**src/rtl/hazard_pkg.sv**
```systemverilog
// Shared types and encodings for the pipeline hazard controller.
package hazard_pkg;

  localparam int unsigned REG_W  = 5;
  localparam int unsigned CNT_W  = 8;
  localparam int unsigned PERF_W = 32;

  typedef enum logic [1:0] {
    RUN      = 2'd0,
    MEM_WAIT = 2'd1,
    HALT     = 2'd2
  } state_t;

  localparam logic [1:0] FWD_RF = 2'b00;
  localparam logic [1:0] FWD_W  = 2'b01;
  localparam logic [1:0] FWD_M  = 2'b10;

  localparam logic [1:0] RESULT_SRC_LOAD = 2'b01;

endpackage

```
**src/rtl/hazard_ctrl_if.sv**
```systemverilog
// Pipeline-to-hazard-controller signal bundle.
interface hazard_ctrl_if;
  import hazard_pkg::*;

  logic [REG_W-1:0]  Rs1D, Rs2D;
  logic [REG_W-1:0]  Rs1E, Rs2E, RdE;
  logic [REG_W-1:0]  RdM, RdW;
  logic              regWriteM, regWriteW;
  logic [1:0]        resultSrcE;
  logic              PCSrcE;
  logic              memReqM, memReadyM;

  logic              stallF, stallD, stallE, stallM;
  logic              flushD, flushE, flushW;
  logic [1:0]        forwardAE, forwardBE;
  logic              memErr;
  logic [PERF_W-1:0] stallCycles, flushCount;

  // Pipeline side: presents register numbers and memory status.
  modport master (
    output Rs1D, Rs2D, Rs1E, Rs2E, RdE, RdM, RdW,
    output regWriteM, regWriteW, resultSrcE, PCSrcE, memReqM, memReadyM,
    input  stallF, stallD, stallE, stallM, flushD, flushE, flushW,
    input  forwardAE, forwardBE, memErr, stallCycles, flushCount
  );

  // Controller side.
  modport slave (
    input  Rs1D, Rs2D, Rs1E, Rs2E, RdE, RdM, RdW,
    input  regWriteM, regWriteW, resultSrcE, PCSrcE, memReqM, memReadyM,
    output stallF, stallD, stallE, stallM, flushD, flushE, flushW,
    output forwardAE, forwardBE, memErr, stallCycles, flushCount
  );

endinterface

```
**src/rtl/hazard_ctrl_fwd_sel.sv**
```systemverilog
// Execute-stage forwarding select for one operand; M stage beats W stage.
module fwd_sel
  import hazard_pkg::*;
(
  input  logic [REG_W-1:0] rs,
  input  logic [REG_W-1:0] rd_m,
  input  logic [REG_W-1:0] rd_w,
  input  logic             reg_write_m,
  input  logic             reg_write_w,
  output logic [1:0]       sel
);

  // Youngest matching producer wins; x0 is never forwarded.
  always_comb begin
    sel = FWD_RF;
    if (reg_write_m && (rd_m != '0) && (rd_m == rs)) begin
      sel = FWD_M;
    end else if (reg_write_w && (rd_w != '0) && (rd_w == rs)) begin
      sel = FWD_W;
    end
  end

endmodule

```
**src/rtl/hazard_ctrl.sv**
```systemverilog
// Hazard controller: stall/flush sequencing, forwarding selects, memory
// wait freeze with timeout halt. Optional performance counters are built
// when HAZARD_PERF_EN is defined; otherwise the counter ports read 0.
module hazard_ctrl
  import hazard_pkg::*;
#(
  parameter int unsigned MEM_TIMEOUT = 15
) (
  input  logic         clk,
  input  logic         rst,
  hazard_ctrl_if.slave bus
);

  state_t           state;
  logic [CNT_W-1:0] wait_cnt;
  logic             mem_err;

  logic             lw_stall;
  logic             mem_stall;
  logic [1:0]       fwd_a, fwd_b;

  logic             stall_f, stall_d, stall_e, stall_m;
  logic             flush_d, flush_e, flush_w;

  fwd_sel u_fwd_a (
    .rs          (bus.Rs1E),
    .rd_m        (bus.RdM),
    .rd_w        (bus.RdW),
    .reg_write_m (bus.regWriteM),
    .reg_write_w (bus.regWriteW),
    .sel         (fwd_a)
  );

  fwd_sel u_fwd_b (
    .rs          (bus.Rs2E),
    .rd_m        (bus.RdM),
    .rd_w        (bus.RdW),
    .reg_write_m (bus.regWriteM),
    .reg_write_w (bus.regWriteW),
    .sel         (fwd_b)
  );

  // Load-use hazard between the load in E and a consumer in D.
  always_comb begin
    lw_stall = (bus.resultSrcE == RESULT_SRC_LOAD) && (bus.RdE != '0) &&
               ((bus.RdE == bus.Rs1D) || (bus.RdE == bus.Rs2D));
  end

  // Freeze whenever an access is outstanding or the core is halted.
  always_comb begin
    unique case (state)
      RUN:      mem_stall = bus.memReqM && !bus.memReadyM;
      MEM_WAIT: mem_stall = !bus.memReadyM;
      HALT:     mem_stall = 1'b1;
      default:  mem_stall = 1'b0;
    endcase
  end

  // Stall/flush outputs; a freeze holds any redirect or bubble until release.
  always_comb begin
    stall_f = 1'b0;
    stall_d = 1'b0;
    stall_e = 1'b0;
    stall_m = 1'b0;
    flush_d = 1'b0;
    flush_e = 1'b0;
    flush_w = 1'b0;
    if (!rst) begin
      if (mem_stall) begin
        stall_f = 1'b1;
        stall_d = 1'b1;
        stall_e = 1'b1;
        stall_m = 1'b1;
        flush_w = 1'b1;
      end else begin
        flush_d = bus.PCSrcE;
        flush_e = bus.PCSrcE || lw_stall;
        stall_f = lw_stall && !bus.PCSrcE;
        stall_d = lw_stall && !bus.PCSrcE;
      end
    end
  end

  // Memory-wait state machine with timeout counter and sticky error.
  always_ff @(posedge clk or posedge rst) begin
    if (rst) begin
      state    <= RUN;
      wait_cnt <= '0;
      mem_err  <= 1'b0;
    end else begin
      unique case (state)
        RUN: begin
          if (bus.memReqM && !bus.memReadyM) begin
            state    <= MEM_WAIT;
            wait_cnt <= CNT_W'(1);
          end
        end
        MEM_WAIT: begin
          if (bus.memReadyM) begin
            state    <= RUN;
            wait_cnt <= '0;
          end else if (wait_cnt == CNT_W'(MEM_TIMEOUT)) begin
            state   <= HALT;
            mem_err <= 1'b1;
          end else begin
            wait_cnt <= wait_cnt + CNT_W'(1);
          end
        end
        HALT: begin
          state <= HALT;
        end
        default: begin
          state <= RUN;
        end
      endcase
    end
  end

`ifdef HAZARD_PERF_EN
  logic [PERF_W-1:0] stall_cycles;
  logic [PERF_W-1:0] flush_count;

  // Performance counters, free-running modulo 2^32.
  always_ff @(posedge clk or posedge rst) begin
    if (rst) begin
      stall_cycles <= '0;
      flush_count  <= '0;
    end else begin
      if (stall_f) stall_cycles <= stall_cycles + PERF_W'(1);
      if (flush_e) flush_count  <= flush_count + PERF_W'(1);
    end
  end

  assign bus.stallCycles = stall_cycles;
  assign bus.flushCount  = flush_count;
`else
  assign bus.stallCycles = '0;
  assign bus.flushCount  = '0;
`endif

  assign bus.stallF    = stall_f;
  assign bus.stallD    = stall_d;
  assign bus.stallE    = stall_e;
  assign bus.stallM    = stall_m;
  assign bus.flushD    = flush_d;
  assign bus.flushE    = flush_e;
  assign bus.flushW    = flush_w;
  assign bus.forwardAE = rst ? FWD_RF : fwd_a;
  assign bus.forwardBE = rst ? FWD_RF : fwd_b;
  assign bus.memErr    = mem_err;

endmodule

```
**src/flat_wrapper.sv**
```systemverilog
// flat-port wrapper written by rule: the top's interface ports become plain ports
module hazard_ctrl_flat import hazard_pkg::*;
#(
  parameter int unsigned MEM_TIMEOUT = 15
)
  (clk, rst, bus_Rs1D, bus_Rs2D, bus_Rs1E, bus_Rs2E, bus_RdE, bus_RdM, bus_RdW, bus_regWriteM, bus_regWriteW, bus_resultSrcE, bus_PCSrcE, bus_memReqM, bus_memReadyM, bus_stallF, bus_stallD, bus_stallE, bus_stallM, bus_flushD, bus_flushE, bus_flushW, bus_forwardAE, bus_forwardBE, bus_memErr, bus_stallCycles, bus_flushCount);
  hazard_ctrl_if bus_i ();
  input  logic clk;
  input  logic rst;
  input wire logic [$bits(bus_i.Rs1D)-1:0] bus_Rs1D;
  input wire logic [$bits(bus_i.Rs2D)-1:0] bus_Rs2D;
  input wire logic [$bits(bus_i.Rs1E)-1:0] bus_Rs1E;
  input wire logic [$bits(bus_i.Rs2E)-1:0] bus_Rs2E;
  input wire logic [$bits(bus_i.RdE)-1:0] bus_RdE;
  input wire logic [$bits(bus_i.RdM)-1:0] bus_RdM;
  input wire logic [$bits(bus_i.RdW)-1:0] bus_RdW;
  input wire logic [$bits(bus_i.regWriteM)-1:0] bus_regWriteM;
  input wire logic [$bits(bus_i.regWriteW)-1:0] bus_regWriteW;
  input wire logic [$bits(bus_i.resultSrcE)-1:0] bus_resultSrcE;
  input wire logic [$bits(bus_i.PCSrcE)-1:0] bus_PCSrcE;
  input wire logic [$bits(bus_i.memReqM)-1:0] bus_memReqM;
  input wire logic [$bits(bus_i.memReadyM)-1:0] bus_memReadyM;
  output wire logic [$bits(bus_i.stallF)-1:0] bus_stallF;
  output wire logic [$bits(bus_i.stallD)-1:0] bus_stallD;
  output wire logic [$bits(bus_i.stallE)-1:0] bus_stallE;
  output wire logic [$bits(bus_i.stallM)-1:0] bus_stallM;
  output wire logic [$bits(bus_i.flushD)-1:0] bus_flushD;
  output wire logic [$bits(bus_i.flushE)-1:0] bus_flushE;
  output wire logic [$bits(bus_i.flushW)-1:0] bus_flushW;
  output wire logic [$bits(bus_i.forwardAE)-1:0] bus_forwardAE;
  output wire logic [$bits(bus_i.forwardBE)-1:0] bus_forwardBE;
  output wire logic [$bits(bus_i.memErr)-1:0] bus_memErr;
  output wire logic [$bits(bus_i.stallCycles)-1:0] bus_stallCycles;
  output wire logic [$bits(bus_i.flushCount)-1:0] bus_flushCount;
  assign bus_i.Rs1D = bus_Rs1D;
  assign bus_i.Rs2D = bus_Rs2D;
  assign bus_i.Rs1E = bus_Rs1E;
  assign bus_i.Rs2E = bus_Rs2E;
  assign bus_i.RdE = bus_RdE;
  assign bus_i.RdM = bus_RdM;
  assign bus_i.RdW = bus_RdW;
  assign bus_i.regWriteM = bus_regWriteM;
  assign bus_i.regWriteW = bus_regWriteW;
  assign bus_i.resultSrcE = bus_resultSrcE;
  assign bus_i.PCSrcE = bus_PCSrcE;
  assign bus_i.memReqM = bus_memReqM;
  assign bus_i.memReadyM = bus_memReadyM;
  assign bus_stallF = bus_i.stallF;
  assign bus_stallD = bus_i.stallD;
  assign bus_stallE = bus_i.stallE;
  assign bus_stallM = bus_i.stallM;
  assign bus_flushD = bus_i.flushD;
  assign bus_flushE = bus_i.flushE;
  assign bus_flushW = bus_i.flushW;
  assign bus_forwardAE = bus_i.forwardAE;
  assign bus_forwardBE = bus_i.forwardBE;
  assign bus_memErr = bus_i.memErr;
  assign bus_stallCycles = bus_i.stallCycles;
  assign bus_flushCount = bus_i.flushCount;
  hazard_ctrl #(.MEM_TIMEOUT(MEM_TIMEOUT)) u_core (.clk(clk), .rst(rst), .bus(bus_i));
endmodule
```
**config.mk**
```make
export PLATFORM = sky130hd
export DESIGN_NAME = hazard_ctrl_flat
export DESIGN_NICKNAME = d
export VERILOG_FILES = /design/src/rtl/hazard_pkg.sv /design/src/rtl/hazard_ctrl_if.sv /design/src/rtl/hazard_ctrl_fwd_sel.sv /design/src/rtl/hazard_ctrl.sv /design/src/flat_wrapper.sv
export SDC_FILE = /design/constraint.sdc
export NUM_CORES = 1
export LEC_CHECK = 0
export BUFFER_PORTS_ARGS = -buffer_cell sky130_fd_sc_hd__buf_2
export CELL_PAD_IN_SITES_DETAIL_PLACEMENT = 0
export CELL_PAD_IN_SITES_GLOBAL_PLACEMENT = 1
export CORE_ASPECT_RATIO = 2
export CORE_UTILIZATION = 30
export DETAILED_ROUTE_END_ITERATION = 8
export GPL_TIMING_DRIVEN = 0
export HOLD_SLACK_MARGIN = 0.06
export PLACE_DENSITY_LB_ADDON = 0.2
export SYNTH_ARGS = -nofsm -noshare
export SYNTH_HDL_FRONTEND = slang
export SYNTH_SLANG_ARGS = --single-unit
```
**constraint.sdc**
```tcl
create_clock -name clk -period 4.7 [get_ports clk]
set_input_delay 1.41 -clock clk [delete_from_list [all_inputs] [get_ports clk]]
set_output_delay 1.41 -clock clk [all_outputs]
set_load 0.01 [all_outputs]
```
==> reports/results.ini <==
[status]
status = finished, final reports clean

[grt]
grt_max_degree = 14
grt_pass1_vias = 1381
grt_use_total_pct = 14.5
overflow = 0
grt_pass1_wl_um = 6110
antenna_found_initial = 0

[cells_and_area]
syn_to_final_growth_pct = 37.9
final_nets = 369
num-fill-cells = 582
diodes = 0
design_area_um2 = 2270
final_layout_size_suffix_gt1_share_pct = 41.5
multi_input_area_um2 = 1060
seqCellArea_um2 = 275

[timing]
fin_crit_sh_pct = 95.5
period_minus_slack_ns = 4.49
setup_viol = 0
tightest_slew_ns = 0.518
hold_viol_final = 0
slew_viol_final = 0
clock_skew_ns = 0.00167
finalSetupTns_ns = 0
rsz0062_at_grt = false
max_freq_ghz = 0.223
relSlewSlack_pct = 65.4

[route]
vias = 1579
routed_via_density = 4.14
drcViolationCount = 0
wl_per_cell_um = 10.5
wirelength_um = 4010
antenna_left = 0
dr.first_iter.drc_count = 30
dr.pass1.iters = 4

[cts]
clock_path_buffers = 2
cts_buffers = 3
cts.sinks = 11
tritoncts = yes
cts-htree-levels = 1
clkTransAtPathRegs_ns = 0.05
root_buffer = clkbuf_8
clk_latency_ns = 0.25
cts_hold_buf = 0
post_cts_resized = 0
post-cts-setup-buffers = 0

[critical_path]
required_ns = 3.29
cp-start-kind = input port
cp-startpoint = rst
ff2ff_path_depth = 5
path_max_fanout = 13
timing.rr.start = u_core.wait_cnt[7]
timing.rr.end = u_core.wait_cnt[0]
r2r_setup_slack_ns = 2.67
cp-end-kind = output pin
worstSetupPathType = input port to output pin
arrival_ns = 3.08

[synth]
synth.ff_latch_count = 11
synth-simple-area-share_pct = 19.2
yosys.area_share.adder_pct = 0.760
synth.distinct_cells = 43
syn_inst = 202
synthFlopType = dfrtp_1
seq_area_frac_synth_pct = 16.7
synthXorXnorAreaFrac_pct = 16.0
synth-warning-count = 0
synth_top_family_by_area = buffers and inverters
synth_edf_count = 0
synthArstFlopShare_pct = 100
syn_avg_cell_area_um2 = 8.15
synth_area_um2 = 1650
synth_mux_area_share_pct = 0.913
synth-compound-area-share_pct = 13.2

[power_and_ir_drop]
p_leak_nw = 1.27
peakVddDrop_mv = 0.121
p_total_mw = 0.399
power_density_nw_per_um2 = 176

[floorplanning]
die_area_um2 = 5800
die-height_um = 107
start_util_pct = 31.5
rows = 37
coreArea_um2 = 5230
die_w_um = 54.4
ios = 120

[place]
place.gp.congestion = 0.753
dpl_cell_area_um2 = 2220
io_buffers = 54
dp_hpwl_um = 3550

[worst_hold_path]
worstHoldStart = u_core.bus.memErr
hold-path-cell-count = 1
hold_end = u_core.bus.memErr
hold_class = register to register

[flow_run]
maxCapViolCount = 0

==> sequential cells by signal (all words and copies together), names as in the netlist <==
signal	cells
u_core.bus.memErr	1
u_core.state	2
u_core.wait_cnt	8
==> kinds of logic after synthesis <==
family | after synthesis
buf+inv | 75
mux | 1
flops | 11
other cells | 1
fa+ha+maj | 1
xor+xnor | 30
compound gates | 31
simple gates | 52
==> how the worst max path moves through the flow <==
stage / endpoint / depth (start not counted) / slack (ns)
floorplan: bus_forwardAE[0] / 4 / 0.56
global placement: bus_forwardAE[0] / 6 / 0.24
detailed placement: bus_forwardAE[0] / 6 / 0.17
CTS: bus_forwardAE[0] / 6 / 0.16
global route: bus_forwardAE[0] / 6 / 0.05
finish: bus_forwardAE[0] / 6 / 0.21
==> layout make-up <==
cell class,count,share of cell area (%)
timing repair buffer,54,11.9
buffer,72,23.4
inverter,3,0.496
tap,58,3.20
sequential,11,12.1
clock buffer,4,1.98
multi-input combinational,179,46.9
==> cells in the final DEF, fill, tap and decap left out, types with 2 or more instances in the layout <==
cell type and instances:
clkbuf_1 3, o21ai_1 2, clkbuf_8 3, o31ai_1 5, a2111o_1 3, o21ai_0 6, or4_1 6, nor2_1 5
nor3b_1 3, buf_2 56, buf_4 67, xnor2_1 12, nand2_1 9, nand2b_1 3, nand3_1 5, dfrtp_1 11
nor4_1 3, xor2_1 18, conb_1 64, nor3_1 8, inv_1 3, o21bai_1 2, a21oi_1 5
==> power by group <==
group	total, mW	internal, mW	switching [mW]
combinational	0.183	0.0921	0.0906
sequential	0.117	0.106	0.0115
clock	0.0988	0.0598	0.0390
total	0.399	0.258	0.141
==> worst max-delay path, cell delays in order <==
cell and delay [ns]:
buf_2 0.13, inv_1 0.39, o211ai_1 0.19, or4_1 0.55
nor4_1 0.21, buf_2 0.19
==> metrics by stage <==
stage	instances	hold WS [ns]	utilization, %	worst slack [ns]
3_5_place_dp	377	0.447	42.5	0.168
5_1_grt	381	0.487	43.4	0.0541
3_3_place_gp	377	0.446	42.5	0.244
2_1_floorplan	265	0.489	-	0.560
4_1_cts	381	0.467	43.4	0.162
6_report	381	0.461	43.4	0.212
==> per-layer routing <==
layer / share of wire, % / GRT usage (%) / vias to the layer above
met1: 32 / 12.2 / 682
li1: - / - / 812
met5: 0 / 0 / -
met2: 58 / 29.2 / 75
met4: 3.3 / 8.42 / 0
met3: 6.7 / 0.993 / 10
==> synth_stat cells, types with 3 or more instances <==
cell	instances	area, um2
nor4_1	3	18.8
nor3b_1	3	22.5
nand2b_1	3	18.8
buf_4	67	503
xor2_1	18	158
o21ai_0	6	30.0
nand2_1	9	33.8
dfrtp_1	11	275
nor2_1	5	18.8
inv_1	3	11.3
a21oi_1	5	25.0
nor3_1	8	40.0
a2111o_1	3	33.8
o31ai_1	5	37.5
or4_1	6	45.0
xnor2_1	12	105
nand3_1	5	25.0
No activity file was read; power rests on OpenSTA's default activity.
